===== src/rtl/dsc_pkg.sv =====
// Shared types for the DSC front end: colour mode, per-pixel slice tags, ingest FSM states.
`timescale 1ns/1ps
package dsc_pkg;

    typedef enum logic {
        COLOR_RGB   = 1'b0,
        COLOR_YCoCg = 1'b1
    } color_e;

    typedef struct packed {
        logic sol;
        logic eol;
        logic sos;
        logic eos;
        logic eof;
    } dsc_pix_tag_t;

    typedef enum logic [1:0] {
        IDLE  = 2'd0,
        RUN   = 2'd1,
        DRAIN = 2'd2
    } ingest_state_e;

endpackage


===== src/rtl/dsc_ycocg_pipe.sv =====
// Two-stage RGB->YCoCg-R (or RGB pass-through) with tag carry; 2 clk latency, full throughput.
// Valid/ready per stage with bubble collapse; outputs hold while out_valid & ~out_ready.
`timescale 1ns/1ps
module dsc_ycocg_pipe
    import dsc_pkg::*;
#(
    parameter int BPC = 8
) (
    input  logic               clk,
    input  logic               rst,
    input  logic               ycocg,
    input  logic               in_valid,
    output logic               in_ready,
    input  logic [BPC-1:0]     in_r,
    input  logic [BPC-1:0]     in_g,
    input  logic [BPC-1:0]     in_b,
    input  dsc_pix_tag_t       in_tag,
    output logic               out_valid,
    input  logic               out_ready,
    output logic [BPC-1:0]     out_c0,
    output logic [BPC:0]       out_c1,
    output logic [BPC:0]       out_c2,
    output dsc_pix_tag_t       out_tag,
    output logic               empty
);

    localparam logic [BPC:0] OFS = {1'b1, {BPC{1'b0}}};

    logic signed [BPC:0] r_s, b_s, co, t;
    logic signed [BPC:0] s1_x, s1_y;
    logic [BPC-1:0]      s1_g;
    logic                s1_mode, s1_vld, s2_rdy;
    dsc_pix_tag_t        s1_tag;

    logic signed [BPC:0] g2, cg;
    logic [BPC-1:0]      c0_nxt;
    logic [BPC:0]        c1_nxt, c2_nxt;

    assign r_s = $signed({1'b0, in_r});
    assign b_s = $signed({1'b0, in_b});
    assign co  = r_s - b_s;
    assign t   = b_s + (co >>> 1);

    assign s2_rdy   = ~out_valid | out_ready;
    assign in_ready = ~s1_vld | s2_rdy;
    assign empty    = ~s1_vld & ~out_valid;

    // Stage 1 keeps (t, Co) for YCoCg, or (R, B) for pass-through, in the same registers.
    always_ff @(posedge clk or posedge rst) begin
        if (rst) begin
            s1_vld  <= 1'b0;
            s1_mode <= 1'b0;
            s1_x    <= '0;
            s1_y    <= '0;
            s1_g    <= '0;
            s1_tag  <= '0;
        end else if (in_ready) begin
            s1_vld <= in_valid;
            if (in_valid) begin
                s1_mode <= ycocg;
                s1_x    <= ycocg ? t  : $signed({1'b0, in_r});
                s1_y    <= ycocg ? co : $signed({1'b0, in_b});
                s1_g    <= in_g;
                s1_tag  <= in_tag;
            end
        end
    end

    assign g2     = $signed({1'b0, s1_g});
    assign cg     = g2 - s1_x;
    assign c0_nxt = s1_mode ? BPC'(s1_x + (cg >>> 1)) : s1_x[BPC-1:0];
    assign c1_nxt = s1_mode ? (s1_y + OFS) : {1'b0, s1_g};
    assign c2_nxt = s1_mode ? (cg + OFS)   : s1_y;

    always_ff @(posedge clk or posedge rst) begin
        if (rst) begin
            out_valid <= 1'b0;
            out_c0    <= '0;
            out_c1    <= '0;
            out_c2    <= '0;
            out_tag   <= '0;
        end else if (s2_rdy) begin
            out_valid <= s1_vld;
            if (s1_vld) begin
                out_c0  <= c0_nxt;
                out_c1  <= c1_nxt;
                out_c2  <= c2_nxt;
                out_tag <= s1_tag;
            end
        end
    end

endmodule


===== src/rtl/dsc_pix_ingest.sv =====
// Raster pixel ingest: frame FSM, slice-geometry counters/tags, feeds the 2-stage colour pipe.
// Latency 2 clk unstalled; in_ready only in RUN and follows pipe backpressure combinationally.
`timescale 1ns/1ps
module dsc_pix_ingest
    import dsc_pkg::*;
#(
    parameter int BPC   = 8,
    parameter int DIM_W = 16
) (
    input  logic             clk,
    input  logic             rst,
    input  logic             start,
    input  logic             cfg_color,
    input  logic [DIM_W-1:0] cfg_pic_w,
    input  logic [DIM_W-1:0] cfg_pic_h,
    input  logic [DIM_W-1:0] cfg_slice_w,
    input  logic [DIM_W-1:0] cfg_slice_h,
    input  logic             in_valid,
    output logic             in_ready,
    input  logic [BPC-1:0]   in_r,
    input  logic [BPC-1:0]   in_g,
    input  logic [BPC-1:0]   in_b,
    output logic             out_valid,
    input  logic             out_ready,
    output logic [BPC-1:0]   out_c0,
    output logic [BPC:0]     out_c1,
    output logic [BPC:0]     out_c2,
    output logic             out_sol,
    output logic             out_eol,
    output logic             out_sos,
    output logic             out_eos,
    output logic             out_eof,
    output logic             busy,
    output logic             frame_done,
    output logic             cfg_err
);

    localparam logic [DIM_W-1:0] ONE = 1;

    ingest_state_e    state, state_nxt;
    color_e           color_q;
    logic [DIM_W-1:0] pic_w_q, pic_h_q, slice_w_q, slice_h_q;
    logic [DIM_W-1:0] pic_x, pic_y, sx, sy;
    logic             cfg_ok, start_idle, start_ok, in_fire;
    logic             last_col, last_row, last_sx, last_sy;
    logic             pipe_ready, pipe_empty;
    dsc_pix_tag_t     tag, out_tag;

    assign cfg_ok = (cfg_pic_w != '0) && (cfg_pic_h != '0) &&
                    (cfg_slice_w != '0) && (cfg_slice_h != '0) &&
                    (cfg_slice_w <= cfg_pic_w) && (cfg_slice_h <= cfg_pic_h);
    assign start_idle = start && (state == IDLE);
    assign start_ok   = start_idle && cfg_ok;
    assign in_fire    = in_valid && in_ready;

    always_ff @(posedge clk or posedge rst) begin
        if (rst) state <= IDLE;
        else     state <= state_nxt;
    end

    always_comb begin
        state_nxt = state;
        case (state)
            IDLE:    if (start_ok) state_nxt = RUN;
            RUN:     if (in_fire && tag.eof) state_nxt = DRAIN;
            DRAIN:   if (pipe_empty) state_nxt = IDLE;
            default: state_nxt = IDLE;
        endcase
    end

    always_comb begin
        busy     = (state != IDLE);
        in_ready = (state == RUN) && pipe_ready;
    end

    always_ff @(posedge clk or posedge rst) begin
        if (rst) begin
            color_q   <= COLOR_RGB;
            pic_w_q   <= '0;
            pic_h_q   <= '0;
            slice_w_q <= '0;
            slice_h_q <= '0;
            cfg_err   <= 1'b0;
        end else if (start_idle) begin
            if (cfg_ok) begin
                color_q   <= color_e'(cfg_color);
                pic_w_q   <= cfg_pic_w;
                pic_h_q   <= cfg_pic_h;
                slice_w_q <= cfg_slice_w;
                slice_h_q <= cfg_slice_h;
                cfg_err   <= 1'b0;
            end else begin
                cfg_err   <= 1'b1;
            end
        end
    end

    assign last_col = (pic_x == pic_w_q - ONE);
    assign last_row = (pic_y == pic_h_q - ONE);
    assign last_sx  = (sx == slice_w_q - ONE);
    assign last_sy  = (sy == slice_h_q - ONE);

    assign tag.sol = (sx == '0);
    assign tag.eol = last_sx || last_col;
    assign tag.sos = tag.sol && (sy == '0);
    assign tag.eos = tag.eol && (last_sy || last_row);
    assign tag.eof = last_col && last_row;

    // The picture edge also closes a slice, so a narrower last column/row slice needs no extra state.
    always_ff @(posedge clk or posedge rst) begin
        if (rst) begin
            pic_x <= '0;
            pic_y <= '0;
            sx    <= '0;
            sy    <= '0;
        end else if (start_ok) begin
            pic_x <= '0;
            pic_y <= '0;
            sx    <= '0;
            sy    <= '0;
        end else if (in_fire) begin
            if (last_col) begin
                pic_x <= '0;
                sx    <= '0;
                pic_y <= last_row ? '0 : pic_y + ONE;
                sy    <= (last_sy || last_row) ? '0 : sy + ONE;
            end else begin
                pic_x <= pic_x + ONE;
                sx    <= last_sx ? '0 : sx + ONE;
            end
        end
    end

    always_ff @(posedge clk or posedge rst) begin
        if (rst) frame_done <= 1'b0;
        else     frame_done <= out_valid && out_ready && out_tag.eof;
    end

    dsc_ycocg_pipe #(.BPC(BPC)) u_pipe (
        .clk       (clk),
        .rst       (rst),
        .ycocg     (color_q == COLOR_YCoCg),
        .in_valid  (in_fire),
        .in_ready  (pipe_ready),
        .in_r      (in_r),
        .in_g      (in_g),
        .in_b      (in_b),
        .in_tag    (tag),
        .out_valid (out_valid),
        .out_ready (out_ready),
        .out_c0    (out_c0),
        .out_c1    (out_c1),
        .out_c2    (out_c2),
        .out_tag   (out_tag),
        .empty     (pipe_empty)
    );

    assign out_sol = out_tag.sol;
    assign out_eol = out_tag.eol;
    assign out_sos = out_tag.sos;
    assign out_eos = out_tag.eos;
    assign out_eof = out_tag.eof;

endmodule


===== config.mk =====
export PLATFORM = sky130hd
export DESIGN_NAME = dsc_pix_ingest
export DESIGN_NICKNAME = d
export VERILOG_FILES = /design/src/rtl/dsc_pkg.sv /design/src/rtl/dsc_ycocg_pipe.sv /design/src/rtl/dsc_pix_ingest.sv
export SDC_FILE = /design/constraint.sdc
export NUM_CORES = 1
export LEC_CHECK = 0
export CAP_MARGIN = 25
export CORE_ASPECT_RATIO = 0.7
export CORE_MARGIN = 5
export CORE_UTILIZATION = 58
export CTS_CLUSTER_SIZE = 8
export DETAILED_ROUTE_END_ITERATION = 10
export MAX_ROUTING_LAYER = met4
export PLACE_DENSITY_LB_ADDON = 0.12
export SETUP_SLACK_MARGIN = 0.2
export SYNTH_ARGS = -nofsm -noshare
export SYNTH_HDL_FRONTEND = slang
export SYNTH_SLANG_ARGS = --single-unit

===== constraint.sdc =====
create_clock -name clk -period 7.4 [get_ports clk]
set_input_delay 1.48 -clock clk [delete_from_list [all_inputs] [get_ports clk]]
set_output_delay 1.48 -clock clk [all_outputs]
set_load 0.005 [all_outputs]

# Yosys cells after proc, flatten, opt, wreduce, memory -nomap -nowiden
# Index checks and enable logic that the tools add are counted.
# totals
input_bits,94
reg_bits,198
out_inout_bits,36
wordCells,118
# op_classes
muxes,25
n_reduce_logical,32
n_lt_le_gt_ge,2
addsub,14
eq_ne,9
bitwise_logic,5
# ops
operator,count
two-way mux 16 bit,15
adder 16 x 1 -> 16 bit (second input constant),4
== test 16 bit,4
nonzero test 16 bit,4
subtractor 16 x 1 -> 16 bit (second input constant),4
two-way mux 9 bit,4
less-or-equal comparator 16 bit,2
zero test 16 bit,2
adder 9 bit (second input constant),2
logical AND 1 bit,15
adder 9 x 8 -> 9 bit,1
subtractor 8 x 8 -> 9 bit,1
subtractor 9 bit,1
adder 8 bit,1
two-way mux 8 bit,1
AND reduction 2 bit,4
two-way mux 2 bit,3
inequality test 2 bit (second input constant),3
case mux 2 bit (3 select lines),1
nonzero test 2 bit,3
AND reduction 3 bit,1
== test 2 x 1 -> 1 bit (second input constant),1
== test 2 bit (second input constant),1
zero test 2 bit,1
other kinds (5),8

# Longest topological paths before layout
# logic_depth
ltp_word,9
ltp_mapped,17
mapped_depth_nobuf,17

# By module
# From an unflattened synthesis, not the netlist that was laid out.
# hier_totals
hier_cells,1562
hier_area_um2,13803.2
# by_module_without_submodules
module,cells_per_inst,area_per_inst_um2,instances
dsc_pix_ingest,1083,9579.2,1
dsc_ycocg_pipe,479,4224.1,1

# Worst setup path before layout
# No wires, ideal clock.
# synth_timing
kind,input -> register
startpoint,input cfg_pic_w[15]
endpoint,register slice_h_q[10]
t_required_ps,7275
path_buffers,2
setup_slack_ps,3398
cell_stages,9
arrival_ps,3878
cell_sequence,inv_1 > ha_1 > nand3_1 > or3_1 > a21o_1 > o211ai_1 > clkbuf_1 > clkbuf_1 > mux2_2
# synth_via
elab_chain_len,7
elab_cells_between_ends,8
classes_between,order compare (1); reduce/logical (7)
# synth_rtl
element,line,rtl
from (decl),dsc_pix_ingest.sv:14,"input logic [DIM_W-1:0] cfg_pic_w,"
branches (longest 4 deep; another with less-or-equal comparator 16 bit),-,
logical AND 1 bit *,dsc_pix_ingest.sv:50,(cfg_slice_w != '0) && (cfg_slice_h != '0) &&
logical AND 1 bit *,dsc_pix_ingest.sv:51,(cfg_slice_w <= cfg_pic_w) && (cfg_slice_h <= cfg_pic_h);
AND reduction 2 bit (no line) *,-,
to (signal assigned),dsc_pix_ingest.sv:90,slice_h_q <= cfg_slice_h;
to (decl),dsc_pix_ingest.sv:42,"logic [DIM_W-1:0] pic_w_q, pic_h_q, slice_w_q, slice_h_q;"
# Mark *: on every way between the ends.
# A chain may end at the register's enable or synchronous reset.

# Final worst setup path
# layout_timing
startpoint,input cfg_pic_h[1]
endpoint,register pic_x[12]
# layout_via
elab_chain_len,8
elab_cells_between_ends,10
classes_between,order compare (1); mux (1); reduce/logical (8)
# layout_rtl
element,line,rtl
from (decl),dsc_pix_ingest.sv:15,"input logic [DIM_W-1:0] cfg_pic_h,"
branches (longest 5 deep; another with less-or-equal comparator 16 bit),-,
logical AND 1 bit *,dsc_pix_ingest.sv:51,
logical AND 1 bit *,dsc_pix_ingest.sv:53,assign start_ok = start_idle && cfg_ok;
two-way mux 16 bit / nonzero test 2 bit (equally long branches),-,
to (signal assigned),dsc_pix_ingest.sv:128,pic_x <= pic_x + ONE;
to (decl),dsc_pix_ingest.sv:43,"logic [DIM_W-1:0] pic_x, pic_y, sx, sy;"
# Marked as above.

==> flow_summary_export.csv <==
group,metric,value,unit
status,status,"finished clean",
worst_setup_path,cp.required,7.72,ns
timing,rsz0062_at_grt,"no",
routing,drt_iter0_markers,941,
clocking,cts_root_buf,"clkbuf_16",
routing,ant_nets,0,
floorplanning,die_area,25700,sq um
final_layout,nets,1732,
power,ir_worst_vdd,0.217,mV
worst_setup_path,cp-end-kind,"register",
clocking,h-tree-depth,4,
timing,finClkSkew,0.0100,ns
floorplanning,num_rows,46,
logic_synthesis,synth_edf_count,0,
worst_setup_path,r2r-start,"pic_w_q[6]",
logic_synthesis,dominantRegCellSynth,"dfrtp_1",
hold_path,whs_path_depth,2,
clocking,path_clk_slew,0.08,ns
power,p_leak,6.79,nW
logic_synthesis,synthArstFlopShare,1.00,
final_layout,multiInputGateArea,7500,sq um
clocking,numCtsBuffers,17,
final_layout,n_antenna_cell,0,
clocking,post_cts_buffers,0,
place,numPortBuffers,129,
global_routing,grt_max_degree,147,
logic_synthesis,synth_top_cell_by_area,"dfrtp_1",
timing,fin_crit,4.44,ns
timing,slew_viol_final,0,
floorplanning,die_h,136,um
worst_setup_path,rr_worst_depth,9,
logic_synthesis,yosysTopAreaCellShare,0.379,
worst_setup_path,critPathKind,"in2reg",
final_layout,final_util,0.673,
clocking,cts_resized,0,
logic_synthesis,syn_inst,1471,
worst_setup_path,worstPathCellList,"clkdlybuf4s50_1 > inv_1 > ha_1 > nor2b_1 > o211ai_1 > a2111o_1 > a21o_1 > o211ai_1 > buf_4 > nand2_1 > nand4_1 > xor2_1 > nor2_1",
clocking,cts_sinks,198,
global_routing,antenna_found_initial,0,
global_routing,grt_pass1_vias,10400,
timing,setup_tns,0,ns
logic_synthesis,ys_warn_count,0,
worst_setup_path,reg2reg_slack,3.60,ns
final_layout,syn2layout_area_growth,15.4,%
logic_synthesis,netlist_area,13100,sq um
routing,drc,0,
logic_synthesis,syn_avg_cell_area,8.90,sq um
power,cellPowerDensity,366,nW/um^2
clocking,hold_buffers,0,
logic_synthesis,ys_top_cells_by_area,"dfrtp_1 (38%), ha_1 (7.0%), nand2_1 (5.7%)",
place,gp_congestion,0.930,
clocking,clockBufferDepth,2,
final_layout,layout-drive-gt1-share,0.0629,
global_routing,grt_usage,0.263,
hold_path,min_to,"u_pipe.out_c1[2]",
clocking,cts_tree,"done",
timing,max_slew_margin,0.292,
worst_setup_path,crit_fanout,36,
final_layout,fillers,1824,
timing,worst_hold_slack,0.482,ns
timing,period_share,0.600,
worst_setup_path,crit_arrival,4.76,ns
floorplanning,initial_utilization,0.583,
worst_setup_path,critPathSlowestCell,"nand2_1",
timing,setup_viol,0,
floorplanning,fp.coreArea,22400,sq um
routing,wl,32300,um
worst_setup_path,worst-path-buf-inv,3,
routing,routed_via_density,5.93,
timing,hold_viol,0,
global_routing,grt_pass1_wl,53600,um
global_routing,grt_overflow,0,
routing,detail_route.wl_per_cell,17.3,um
worst_setup_path,crit_path_max_incr_delay,0.54,ns
timing,fmax,225,MHz
routing,dr.pass1.iters,5,
hold_path,hold_start,"u_pipe.out_c1[2]",
place,dp_cells,1829,
flow_run,maxCapViolCount,0,
logic_synthesis,syn-num-nets,1642,
final_layout,fin_cells,1862,
worst_setup_path,setup.worst_path.start,"cfg_pic_h[1]",
clocking,insertion_delay,0.44,ns
final_layout,ff_latch_area,4950,sq um
logic_synthesis,seq_area_frac_synth,0.379,
floorplanning,ioPinCount,130,
hold_path,worstHoldPathType,"reg2reg",
worst_setup_path,worstSetupStartpointType,"input port",
worst_setup_path,timing.rr.end,"sx[7]",
logic_synthesis,synth_cell_types,75,
place,dp_hpwl,24600,um
timing,worstMarginPinSlew,1.06,ns
routing,vias,11000,
floorplanning,dieWidth,190,um
logic_synthesis,synth-seq-cells,198,
worst_setup_path,worst_path_most_repeated_cell,"o211ai_1",
worst_setup_path,cp_top_family,"simple AND/OR/NAND/NOR gates",
-- worst max-delay path by stage --
stage	cells past startpoint	end	slack, ns
2_1_floorplan	1	cfg_err	0.52
3_3_place_gp	13	sx[13]	2.61
3_5_place_dp	12	pic_x[12]	2.54
4_1_cts	13	sy[14]	3.00
5_1_grt	13	sx[14]	2.66
6_report	13	pic_x[12]	2.96
-- logic make-up after synthesis --
family                     after synthesis  share of synthesized area
DFF                                    198                      0.379
xor gates and xnor gates               130                     0.0870
AOI/OAI and AO/OA                      294                      0.138
adders and majority gates               77                     0.0759
buffers and inverters                  155                     0.0482
and+or+nand+nor                        545                      0.213
muxes                                   72                     0.0594
-- tightest hold or removal path: cells and delay by family (launching register included) --
| kind | cells | cell delay [ns] |
|---|---|---|
| simple gates | 1 | 0.04 |
| flops | 1 | 0.35 |
| compound gates | 1 | 0.06 |
-- metal layers --
layer	routed length, um	global-route usage
met1	16600	0.418
met2	12900	0.357
met3	2370	0.0412
met4	365	0.0474
met5	0	-
-- report_power, final --
part | internal (mW) | switching (mW) | leakage [nW]
logic | 1.26 | 1.34 | 3.97
clock network | 0.456 | 0.459 | 0.274
registers | 1.45 | 0.568 | 2.54
-- synthesized netlist by cell type, types with 10 or more instances --
| cell type | n |
|---|---|
| nand3_1 | 33 |
| nor2_1 | 84 |
| nor3_1 | 31 |
| clkbuf_1 | 47 |
| dfrtp_1 | 198 |
| nor3b_1 | 16 |
| o21ai_0 | 126 |
| mux2_2 | 35 |
| and3_1 | 30 |
| o211ai_1 | 10 |
| nand2_1 | 200 |
| ha_1 | 73 |
| xnor2_1 | 77 |
| nand4_1 | 27 |
| a21oi_1 | 59 |
| nor4_1 | 41 |
| inv_1 | 88 |
| xor2_1 | 53 |
| mux2i_1 | 36 |
| or3_1 | 17 |
| nor2b_1 | 10 |
| a21o_1 | 23 |
-- final cells by class --
class / count / share of cell area
repair buffers: 137 / 0.0908
inverters: 89 / 0.0226
clock buffers: 18 / 0.0291
flip-flops and latches: 198 / 0.328
multi-input cells: 1118 / 0.497
clock inverters: 14 / 0.00903
well taps: 288 / 0.0239
-- stage by stage --
| stage | total power, mW | worst slack [ns] | instance area (sq um) |
|---|---|---|---|
| 6_report | 5.53 | 2.96 | 15100 |
| 5_1_grt | 5.99 | 2.66 | 15100 |
| 4_1_cts | 5.53 | 3.00 | 15100 |
| 3_5_place_dp | 4.59 | 2.54 | 14500 |
| 3_3_place_gp | 4.49 | 2.61 | 14500 |
| 2_1_floorplan | 3.86 | 0.523 | 13100 |
-- registers in the layout (all words and copies together), names as in the netlist, 2 cells and up --
name / flops
pic_h_q: 16
pic_w_q: 16
pic_x: 16
pic_y: 16
slice_h_q: 16
slice_w_q: 16
state: 2
sx: 16
sy: 16
u_pipe.out_c0: 8
u_pipe.out_c1: 9
u_pipe.out_c2: 9
u_pipe.out_tag: 5
u_pipe.s1_g: 8
u_pipe.s1_tag: 5
u_pipe.s1_x: 9
u_pipe.s1_y: 9
-- placed cells by master (no fill, tap or decap), types with 6 or more instances in the layout --
| master | n |
|---|---|
| nor3_1 | 31 |
| o21bai_1 | 6 |
| nand4_1 | 27 |
| xnor2_1 | 77 |
| o31ai_1 | 6 |
| nor3b_1 | 16 |
| dfrtp_1 | 198 |
| clkbuf_16 | 17 |
| mux2i_1 | 36 |
| nor4_1 | 41 |
| ha_1 | 73 |
| nand2_1 | 200 |
| nand2b_1 | 9 |
| a21oi_1 | 59 |
| o211ai_1 | 10 |
| clkdlybuf4s50_1 | 129 |
| xor2_1 | 53 |
| nor2b_1 | 10 |
| nand3_1 | 33 |
| a31oi_1 | 8 |
| buf_4 | 7 |
| and3_1 | 30 |
| or2_2 | 7 |
| a21o_1 | 23 |
| inv_1 | 87 |
| o21ai_0 | 126 |
| nor2_1 | 84 |
| mux2_2 | 35 |
| or3_1 | 17 |
Power figures use the tool's default switching activity.
